## config.mk

```make
export PLATFORM = sky130hd
export DESIGN_NAME = apb_spi_slave
export DESIGN_NICKNAME = d
export VERILOG_FILES = /design/src/rtl/apb_spi_slave.sv
export SDC_FILE = /design/constraint.sdc
export NUM_CORES = 1
export LEC_CHECK = 0
export BUFFER_PORTS_ARGS = -buffer_cell sky130_fd_sc_hd__buf_2
export CORE_MARGIN = 2
export CORE_UTILIZATION = 45
export DETAILED_ROUTE_END_ITERATION = 8
export GPL_TIMING_DRIVEN = 1
export PLACE_DENSITY = 0.8
export SYNTH_ARGS = -nofsm -noshare
export SYNTH_HDL_FRONTEND = slang
export SYNTH_SLANG_ARGS = --single-unit
```

## constraint.sdc

```tcl
create_clock -name pclk -period 1.47 [get_ports pclk]
set_clock_uncertainty 0.05 [all_clocks]
set_input_delay 0 -clock pclk [delete_from_list [all_inputs] [get_ports pclk]]
set_output_delay 0 -clock pclk [all_outputs]
set_load 0.02 [all_outputs]
```

## src/rtl/apb_spi_slave.sv

```systemverilog
// APB-attached SPI target: mode-0, MSB-first 8-bit frames, with all SPI pins
// oversampled into pclk. Software talks through a CSR (0x0) and DATA (0x4).
module apb_spi_slave #(
    parameter int DATA_WIDTH  = 32,
    parameter int SYNC_STAGES = 2
) (
    input  logic                  pclk,
    input  logic                  presetn,
    input  logic [2:0]            paddr,
    input  logic                  psel,
    input  logic                  penable,
    input  logic                  pwrite,
    input  logic [DATA_WIDTH-1:0] pwdata,
    output logic                  pready,
    output logic [DATA_WIDTH-1:0] prdata,
    output logic                  pslverr,
    input  logic                  sck_i,
    input  logic                  mosi_i,
    input  logic                  ssn_i,
    output logic                  miso_o,
    output logic                  miso_oe_o,
    output logic                  irq_o
);

    typedef enum logic {S_IDLE, S_ACCESS} apb_state_t;

    apb_state_t             r_state;
    logic [SYNC_STAGES-1:0] r_sck_sync;
    logic [SYNC_STAGES-1:0] r_mosi_sync;
    logic [SYNC_STAGES-1:0] r_ssn_sync;
    logic                   r_sck_d;
    logic                   r_ssn_d;
    logic [7:0]             r_shift_rx;
    logic [7:0]             r_shift_tx;
    logic [7:0]             r_rx_data;
    logic [7:0]             r_tx_hold;
    logic [2:0]             r_bitcnt;
    logic                   r_first;
    logic                   r_rx_valid;
    logic                   r_tx_empty;
    logic                   r_rx_ovf;
    logic                   r_tx_under;
    logic                   r_irq_en;
    logic                   r_enable;
    logic                   r_irq;

    logic       w_sck;
    logic       w_mosi;
    logic       w_ssn;
    logic       w_access;
    logic       w_xfer;
    logic       w_addr_ok;
    logic       w_wr_csr;
    logic       w_wr_data;
    logic       w_rd_data;
    logic [7:0] w_csr;
    logic [7:0] w_rdata8;
    logic       w_run;
    logic       w_start;
    logic       w_rise;
    logic       w_fall;
    logic       w_done;
    logic       w_take;
    logic       w_load;
    logic [7:0] w_rx_byte;
    logic       w_unused_pwdata;

    assign w_sck  = r_sck_sync[SYNC_STAGES-1];
    assign w_mosi = r_mosi_sync[SYNC_STAGES-1];
    assign w_ssn  = r_ssn_sync[SYNC_STAGES-1];

    assign w_access  = (r_state == S_ACCESS);
    assign w_xfer    = w_access & psel & penable;
    assign w_addr_ok = (paddr == 3'd0) || (paddr == 3'd4);
    assign w_wr_csr  = w_xfer & pwrite & (paddr == 3'd0);
    assign w_wr_data = w_xfer & pwrite & (paddr == 3'd4);
    assign w_rd_data = w_xfer & ~pwrite & (paddr == 3'd4);

    assign w_csr = {r_enable, 1'b0, r_irq_en, r_tx_under,
                    r_rx_ovf, ~w_ssn, r_tx_empty, r_rx_valid};
    assign w_rdata8 = (paddr == 3'd0) ? w_csr : r_rx_data;

    assign pready  = w_access;
    assign pslverr = w_access & ~w_addr_ok;
    assign prdata  = (w_access & psel & ~pwrite & w_addr_ok)
                   ? {{(DATA_WIDTH-8){1'b0}}, w_rdata8} : '0;

    // Leaving ENABLE or deasserting ssn both mean "no frame in progress".
    assign w_run     = r_enable & ~w_ssn;
    assign w_start   = w_run & r_ssn_d;
    assign w_rise    = w_run & ~w_start & w_sck & ~r_sck_d;
    assign w_fall    = w_run & ~w_start & ~w_sck & r_sck_d;
    assign w_done    = w_rise & (r_bitcnt == 3'd7);
    assign w_take    = w_done & (~r_rx_valid | w_rd_data);
    assign w_load    = w_start | (w_fall & (r_bitcnt == 3'd0) & ~r_first);
    assign w_rx_byte = {r_shift_rx[6:0], w_mosi};

    assign miso_oe_o = r_enable & ~w_ssn;
    assign miso_o    = miso_oe_o & r_shift_tx[7];
    assign irq_o     = r_irq;

    assign w_unused_pwdata = ^{pwdata[DATA_WIDTH-1:8], pwdata[6], pwdata[2:0]};

    always_ff @(posedge pclk or negedge presetn) begin
        if (!presetn) begin
            r_state <= S_IDLE;
        end else begin
            unique case (r_state)
                S_IDLE:   if (psel && !penable) r_state <= S_ACCESS;
                S_ACCESS: if (psel && penable)  r_state <= S_IDLE;
                default:  r_state <= S_IDLE;
            endcase
        end
    end

    always_ff @(posedge pclk or negedge presetn) begin
        if (!presetn) begin
            r_sck_sync  <= '0;
            r_mosi_sync <= '0;
            r_ssn_sync  <= '1;
            r_sck_d     <= 1'b0;
            r_ssn_d     <= 1'b1;
        end else begin
            r_sck_sync  <= {r_sck_sync[SYNC_STAGES-2:0], sck_i};
            r_mosi_sync <= {r_mosi_sync[SYNC_STAGES-2:0], mosi_i};
            r_ssn_sync  <= {r_ssn_sync[SYNC_STAGES-2:0], ssn_i};
            r_sck_d     <= w_sck;
            r_ssn_d     <= w_ssn;
        end
    end

    always_ff @(posedge pclk or negedge presetn) begin
        if (!presetn) begin
            r_shift_rx <= '0;
            r_shift_tx <= '0;
            r_rx_data  <= '0;
            r_tx_hold  <= '0;
            r_bitcnt   <= '0;
            r_first    <= 1'b0;
            r_rx_valid <= 1'b0;
            r_tx_empty <= 1'b1;
            r_rx_ovf   <= 1'b0;
            r_tx_under <= 1'b0;
            r_irq_en   <= 1'b0;
            r_enable   <= 1'b0;
            r_irq      <= 1'b0;
        end else begin
            if (!w_run) begin
                r_bitcnt   <= '0;
                r_shift_rx <= '0;
            end else if (w_start) begin
                r_bitcnt   <= '0;
                r_shift_rx <= '0;
                r_first    <= 1'b1;
            end else if (w_rise) begin
                r_shift_rx <= w_rx_byte;
                r_bitcnt   <= r_bitcnt + 3'd1;
                r_first    <= 1'b0;
            end else if (w_fall) begin
                r_first <= 1'b0;
                if (r_bitcnt != 3'd0)
                    r_shift_tx <= {r_shift_tx[6:0], 1'b0};
            end

            if (w_load)
                r_shift_tx <= r_tx_empty ? 8'hFF : r_tx_hold;

            // A same-cycle software write wins over the load emptying the holder.
            if (w_wr_data) begin
                r_tx_hold  <= pwdata[7:0];
                r_tx_empty <= 1'b0;
            end else if (w_load && !r_tx_empty) begin
                r_tx_empty <= 1'b1;
            end

            if (w_load && r_tx_empty)
                r_tx_under <= 1'b1;
            else if (w_wr_csr && pwdata[4])
                r_tx_under <= 1'b0;

            if (w_done && !w_take)
                r_rx_ovf <= 1'b1;
            else if (w_wr_csr && pwdata[3])
                r_rx_ovf <= 1'b0;

            if (w_take) begin
                r_rx_data  <= w_rx_byte;
                r_rx_valid <= 1'b1;
            end else if (w_rd_data) begin
                r_rx_valid <= 1'b0;
            end

            if (w_wr_csr) begin
                r_irq_en <= pwdata[5];
                r_enable <= pwdata[7];
            end

            r_irq <= r_irq_en & (r_rx_valid | r_rx_ovf);
        end
    end

endmodule

```

==> results of run 1 <==
==> cell families (layout without fill, tap and decap cells) <==
logic type               Yosys count  in the layout  synth area share
flip-flops                        51             51            0.5438
other                              1             24          0.001592
multiplexers                      18             18           0.08603
buffers and inverters             33             81           0.09293
AO/OA/AOI/OAI                     34             35            0.1110
AND/OR/NAND/NOR                   61             62            0.1450
adder cells (fa/ha/maj)            3              3           0.01593
XOR/XNOR                           1              1          0.003718
==> cell type report <==
class / instances / area (µm²)
timing repair buffer: 69 / 584.3
sequential: 51 / 1282
inverter: 4 / 15.01
clock inverter: 3 / 15.01
fill: 354 / 1916
multi-input combinational: 143 / 1106
clock buffer: 5 / 68.82
tap: 70 / 87.58
==> sequential cells by signal (all words and copies together) (netlist names), named ones only <==
| register | cells |
|---|---|
| r_first | 1 |
| r_enable | 1 |
| r_rx_data | 8 |
| r_ssn_sync | 2 |
| r_bitcnt | 3 |
| r_mosi_sync | 2 |
| r_tx_empty | 1 |
| r_sck_sync | 2 |
| r_rx_valid | 1 |
| r_irq_en | 1 |
| r_rx_ovf | 1 |
| r_tx_under | 1 |
| r_ssn_d | 1 |
| irq_o | 1 |
| r_tx_hold | 8 |
| r_shift_rx | 7 |
| r_sck_d | 1 |
| r_shift_tx | 8 |
==> Yosys cell counts <==
master	number	area share
dfrtp_1	47	0.50
o21a_1	1	0.0032
or3_2	1	0.0032
nand4b_1	1	0.0037
nor3_2	1	0.0042
inv_1	4	0.0064
nand3_4	1	0.0074
nand2_1	15	0.024
or3b_4	1	0.0048
a21oi_1	2	0.0042
nor2_2	2	0.0053
nor3_1	8	0.017
buf_4	24	0.076
a311oi_1	1	0.0037
and2b_1	1	0.0032
nor2b_1	2	0.0053
nor2_1	19	0.030
nand4bb_1	1	0.0048
o211ai_1	1	0.0032
mux2_2	18	0.086
nand2b_1	1	0.0027
o21ai_4	1	0.0069
nand4_1	1	0.0027
a22o_1	10	0.037
and3b_1	2	0.0074
o2bb2ai_1	1	0.0037
and2_1	1	0.0027
xnor2_1	1	0.0037
conb_1	1	0.0016
ha_1	3	0.016
o21ai_0	2	0.0042
and4bb_2	1	0.0053
o31ai_1	7	0.022
o22ai_1	6	0.016
dfstp_2	4	0.045
nor3b_1	1	0.0032
clkbuf_1	1	0.0016
a21o_1	2	0.0064
nor3b_4	1	0.0080
buf_2	4	0.0085
==> what timing repair did <==
action,in CTS,in global routing
pin swaps,3,19
endpoints found under the hold margin,64,0
setup endpoints to repair,34,45
gates cloned,1,2
gates resized for setup,11,44
hold buffers,14,0
buffers inserted,1,11
==> worst min-delay path, stage by stage <==
cell and delay [ns]:
buf_2 0.10, nand4b_1 0.15, o21ai_4 0.08, nand2_1 0.06
==> layout by cell type (no fill, tap or decap), types with 5 or more instances in the layout <==
| cell type | instances |
|---|---|
| o22ai_1 | 6 |
| dlygate4sd3_1 | 14 |
| clkbuf_8 | 5 |
| buf_2 | 24 |
| a22o_1 | 10 |
| nor2_4 | 8 |
| buf_4 | 16 |
| dfrtp_1 | 46 |
| nand2_1 | 14 |
| nor2_1 | 12 |
| buf_6 | 11 |
| conb_1 | 24 |
| mux2_2 | 18 |
| o31ai_1 | 7 |
==> metal layers <==
metal / vias up / wire length, µm / share of wire
met2: 88 / 2615 / 0.49
met5: - / 0 / 0
li1: 808 / - / -
met4: 0 / 122 / 0.023
met3: 10 / 361 / 0.067
met1: 888 / 2258 / 0.42
==> per-stage QoR <==
stage | cell area [µm²] | util
global placement | 2619 | 0.5160
CTS | 2894 | 0.5703
global route | 3159 | 0.6225
detailed placement | 2619 | 0.5160
finish | 3159 | 0.6225
floorplan | 2467 | -
==> report_power, final <==
group | switching [W] | leakage, nW | internal, W
Sequential | 0.000152 | 0.662 | 0.00158
Clock | 0.000458 | 0.0477 | 0.000327
Combinational | 0.000335 | 0.785 | 0.000288
Total | 0.000945 | 1.49 | 0.00219
==> worst max-delay path by stage <==
stage	slack, ns	to
6_report	-0.12	r_shift_tx[5]
3_5_place_dp	-0.13	r_shift_tx[3]
5_1_grt	-0.15	r_shift_tx[5]
3_3_place_gp	-0.11	r_shift_tx[4]
2_1_floorplan	0.001	r_shift_tx[6]
4_1_cts	-0.08	r_shift_tx[6]
==> results.toml, run 1 <==
[power_and_ir_drop]
ir_worst_vdd_mv = 0.8105
power.leakage_nw = 1.494
p_total_w = 0.003137
p_per_area_mw_per_mm2 = 992.9

[cts]
cts_buffers = 5
root_buffer = "clkbuf_8"
cts_buffer_depth = 2
cts_tree = "yes"
clock_latency_ns = 0.30
cts_max_level = 2
cts.sink_count = 51
clkSlewWorstSetupHoldPaths_ns = 0.09

[outcome]
violations = "setup timing"
status = "complete, but fails checks"

[floorplan]
coreArea_mm2 = 0.005075
std_cell_rows = 26
dieArea_mm2 = 0.005830
die_w_um = 76.36
dieHeight_um = 76.36
ios = 80
start_util = 0.4643

[sta]
worst_slack_ns = -0.1207
final_max_slew_viol_count = 0
holdWs_ns = 0.06484
max_freq_ghz = 0.6286
post-route-period-util = 1.082
hold_viol = 0
min_period_ns = 1.591
finalSetupViolCount = 19
rsz0062_at_grt = "true"
fin_setup_tns_ns = -0.8156

[worst_setup_path]
path_depth = 5
arrival_ns = 1.74
crit_path_start_kind = "register"
regToRegSetupSlack_ns = -0.12
regToRegStartpoint = "r_ssn_sync[1]"
crit_buf_inv = 1
timing.rr.end = "r_shift_tx[5]"
rr_worst_depth = 5
crit_type = "reg2reg"
slowest_stage = "dfstp_2"
cp_top_family = "flip-flops"
cp_max_fo = 7
critPathRequiredTime_ns = 1.62
crit_start = "r_ssn_sync[1]"
slowest_delay_ns = 0.56
path_cells = "and4bb_2, a21oi_2, buf_6, nor3_1, o31ai_1"
critPathCaptureType = "register"

[global_route]
grtUsageMet3 = 0.02962
grt_pass1_vias = 1664
use_met2 = 0.2805
grt_max_degree = 33
grt_pass1_wl_mm = 7.935
use_met1 = 0.2227
track_usage = 0.1711
top_usage_layer = "met2"
antenna_found_initial = 0
grt_overflow = 0

[route]
vias_per_cell = 5.200
firstDrtPassIters = 4
wl_mm = 5.357
routedWlPerCell_um = 15.53
vias = 1794
drtIter0Drc = 50
ant_nets = 0
remaining_drc_errors = 0

[placed_design]
port_buffers = 31
gp_congestion = 0.7927
place_inst = 309
dpl_worst_slack_ns = -0.1344
dp_hpwl_mm = 3.151

[layout]
diodes = 0
fin_cells = 345
syn_to_final_growth_pct = 34.09
drive_above_1_share = 0.4327
layout.nets = 320

[yosys]
avgSynthCellArea_um2 = 11.66
ys_ff_latch = 51
seq_area_frac_synth = 0.5438
synth_warnings = 0
synth_area_mm2 = 0.002356
yosys.cell_types.count = 40
synthCells = 202

[worst_hold_path]
min_delay_path_depth = 4
whs_endpoint = "r_rx_valid"
min_path_type = "in2reg"
hp-start = "pwrite"

[job]
cap_violations = 0
(Power assumes the default switching activity.)
==> run 2, diff against run 1 <==
==> constraint.sdc (replaced) <==
create_clock -name pclk -period 1.47 [get_ports pclk]
set_clock_uncertainty 0.05 [all_clocks]
set_input_delay 0.147 -clock pclk [delete_from_list [all_inputs] [get_ports pclk]]
set_output_delay 0.147 -clock pclk [all_outputs]
set_load 0.02 [all_outputs]
==> run 2 against run 1 <==
Against the previous run:
- the run still ends with setup timing left
- utilization increased by 4.3 points
- maximum frequency decreased by 3.5%
- count of clock-buffer cells in the layout increased by 1
- clock power increased by 2%
- worst setup slack got worse by 0.057 ns
- critical path type unchanged
- critical endpoint is now r_rx_data[4]
- highest routed layer unchanged
==> results.toml, run 2 (synthesized netlist as in run 1, its figures left out) <==
[sta]
min_period_ns = 1.648
max_freq_ghz = 0.6069
post-route-period-util = 1.121
worst_slack_ns = -0.1778
finalSetupViolCount = 36
hold_viol = 0
fin_setup_tns_ns = -3.852
final_max_slew_viol_count = 0
rsz0062_at_grt = "true"

[cts]
cts.sink_count = 51
clkSlewWorstSetupHoldPaths_ns = 0.08
cts_max_level = 2
cts_buffers = 5
cts_buffer_depth = 2
clock_latency_ns = 0.31
root_buffer = "clkbuf_8"
cts_tree = "yes"

[route]
vias_per_cell = 5.419
drtIter0Drc = 74
firstDrtPassIters = 4
routed-wl-met2_mm = 3.352
vias = 1864
ant_nets = 0
drt-met1-wl_mm = 2.724
top_layer_used = "met4"
remaining_drc_errors = 0
routedWlPerCell_um = 19.37
met3WireLength_um = 391
wl_mm = 6.663

[worst_hold_path]
min_path_type = "in2reg"

[worst_setup_path]
slowest_delay_ns = 0.39
crit_type = "reg2reg"
crit_path_start_kind = "register"
critPathRequiredTime_ns = 1.61
critPathCaptureType = "register"
slowest_stage = "dfrtp_1"
cp_max_fo = 8
arrival_ns = 1.79
path_cells = "and2b_1, nor3b_4, nand3_4, mux2_4"

[floorplan]
dieHeight_um = 76.36
die_w_um = 76.36
std_cell_rows = 26
dieArea_mm2 = 0.005830
ios = 80
coreArea_mm2 = 0.005075
start_util = 0.4643

[layout]
syn_to_final_growth_pct = 43.28
mostFrequentLayoutCell = "dfrtp_1"
seqCellArea_mm2 = 0.001282
diodes = 0
layout.nets = 319
fin_cells = 344
top_regs = "r_rx_data (8), r_shift_tx (8), r_tx_hold (8)"
n_fill_cell = 330
multi_input_area_mm2 = 0.001308
drive_above_1_share = 0.5292
layout_common_cells = "dfrtp_1 (46), conb_1 (24), buf_2 (22)"

[global_route]
grt_pass1_wl_mm = 9.197
track_usage = 0.1976
antenna_found_initial = 0
grt_max_degree = 37
grt_overflow = 0
grt_pass1_vias = 1822

[power_and_ir_drop]
ir_worst_vdd_mv = 1.018
power.leakage_nw = 1.589
p_per_area_mw_per_mm2 = 980.6
p_total_w = 0.003310

[placed_design]
port_buffers = 31
gp_congestion = 0.7757
dp_hpwl_mm = 3.146
place_inst = 317

[outcome]
status = "complete, but fails checks"
violations = "setup timing"

[job]
cap_violations = 0
==> run 2: cell types whose count changed in the layout (fill, tap and decap cells not counted), moves of 3 or more <==
cell           before  now
nor2_1             12    9
nor3_4              2    5
mux2_4              0   13
dlygate4sd3_1      14    5
o31ai_2             0    3
o22ai_2             0    4
nor2_4              8   11
o31ai_1             7    4
o22ai_1             6    0
buf_4              16   21
buf_6              11   14
mux2_2             18    5
nor3_1              4    1
==> run 2: per-stage QoR <==
| stage | setup slack [ns] | util | hold WS [ns] | instance area (µm²) |
|---|---|---|---|---|
| global placement | -0.1721 | 0.5279 | 0.04074 | 2679 |
| detailed placement | -0.2439 | 0.5279 | 0.04929 | 2679 |
| finish | -0.1778 | 0.6652 | 0.02031 | 3376 |
| floorplan | -0.01414 | - | -0.1986 | 2467 |
| CTS | -0.08332 | 0.6137 | 0.01035 | 3114 |
| global route | -0.2277 | 0.6652 | 0.02262 | 3376 |
==> run 2: path summary, 6_finish.rpt <==
kind	start	to	slack [ns]	cells after the start
setup / recovery	r_sck_d	r_rx_data[4]	-0.18	4
hold / removal	psel	register	0.02	2
setup reg to reg	r_sck_d	r_rx_data[4]	-0.18	4
hold reg to reg	r_ssn_sync[0]	r_ssn_sync[1]	0.31	0
max in group asynchronous	presetn	r_ssn_d	0.48	3
min in group asynchronous	presetn	r_shift_tx[0]	0.28	2
==> run 2: area by class of cell <==
cell class                      instances  area share
Clock buffer                            6     0.02150
Clock inverter                          2    0.003706
Inverter                                4    0.005189
Multi-Input combinational cell        143      0.3873
Sequential cell                        51      0.3799
Tap cell                               70     0.02595
Timing Repair Buffer                   68      0.1764
==> run 2: critical path: cells and delay by family, from the launching register on <==
family | cells | cell delay [ns]
mux | 1 | 0.35
simple gates | 3 | 0.74
flops | 1 | 0.39
==> run 2: what timing repair did <==
action	in CTS	in global routing
endpoints found under the setup margin	35	48
gates cloned	1	2
pin swaps	14	14
hold buffers	5	0
buffers inserted	3	8
hold endpoints to repair	19	0
gates resized for setup	67	36
==> run 2: power breakdown <==
part | total [W] | internal (W) | switching, W | leakage (nW)
Sequential | 0.00176 | 0.00158 | 0.000178 | 0.662
Combinational | 0.000758 | 0.000341 | 0.000417 | 0.886
Clock | 0.000797 | 0.000334 | 0.000463 | 0.0412
==> run 2: metal layers <==
layer,global-route usage,vias to the layer above
li1,-,812
met1,0.2551,932
met2,0.3265,103
met3,0.03791,17
met4,0.08364,0
met5,0,-
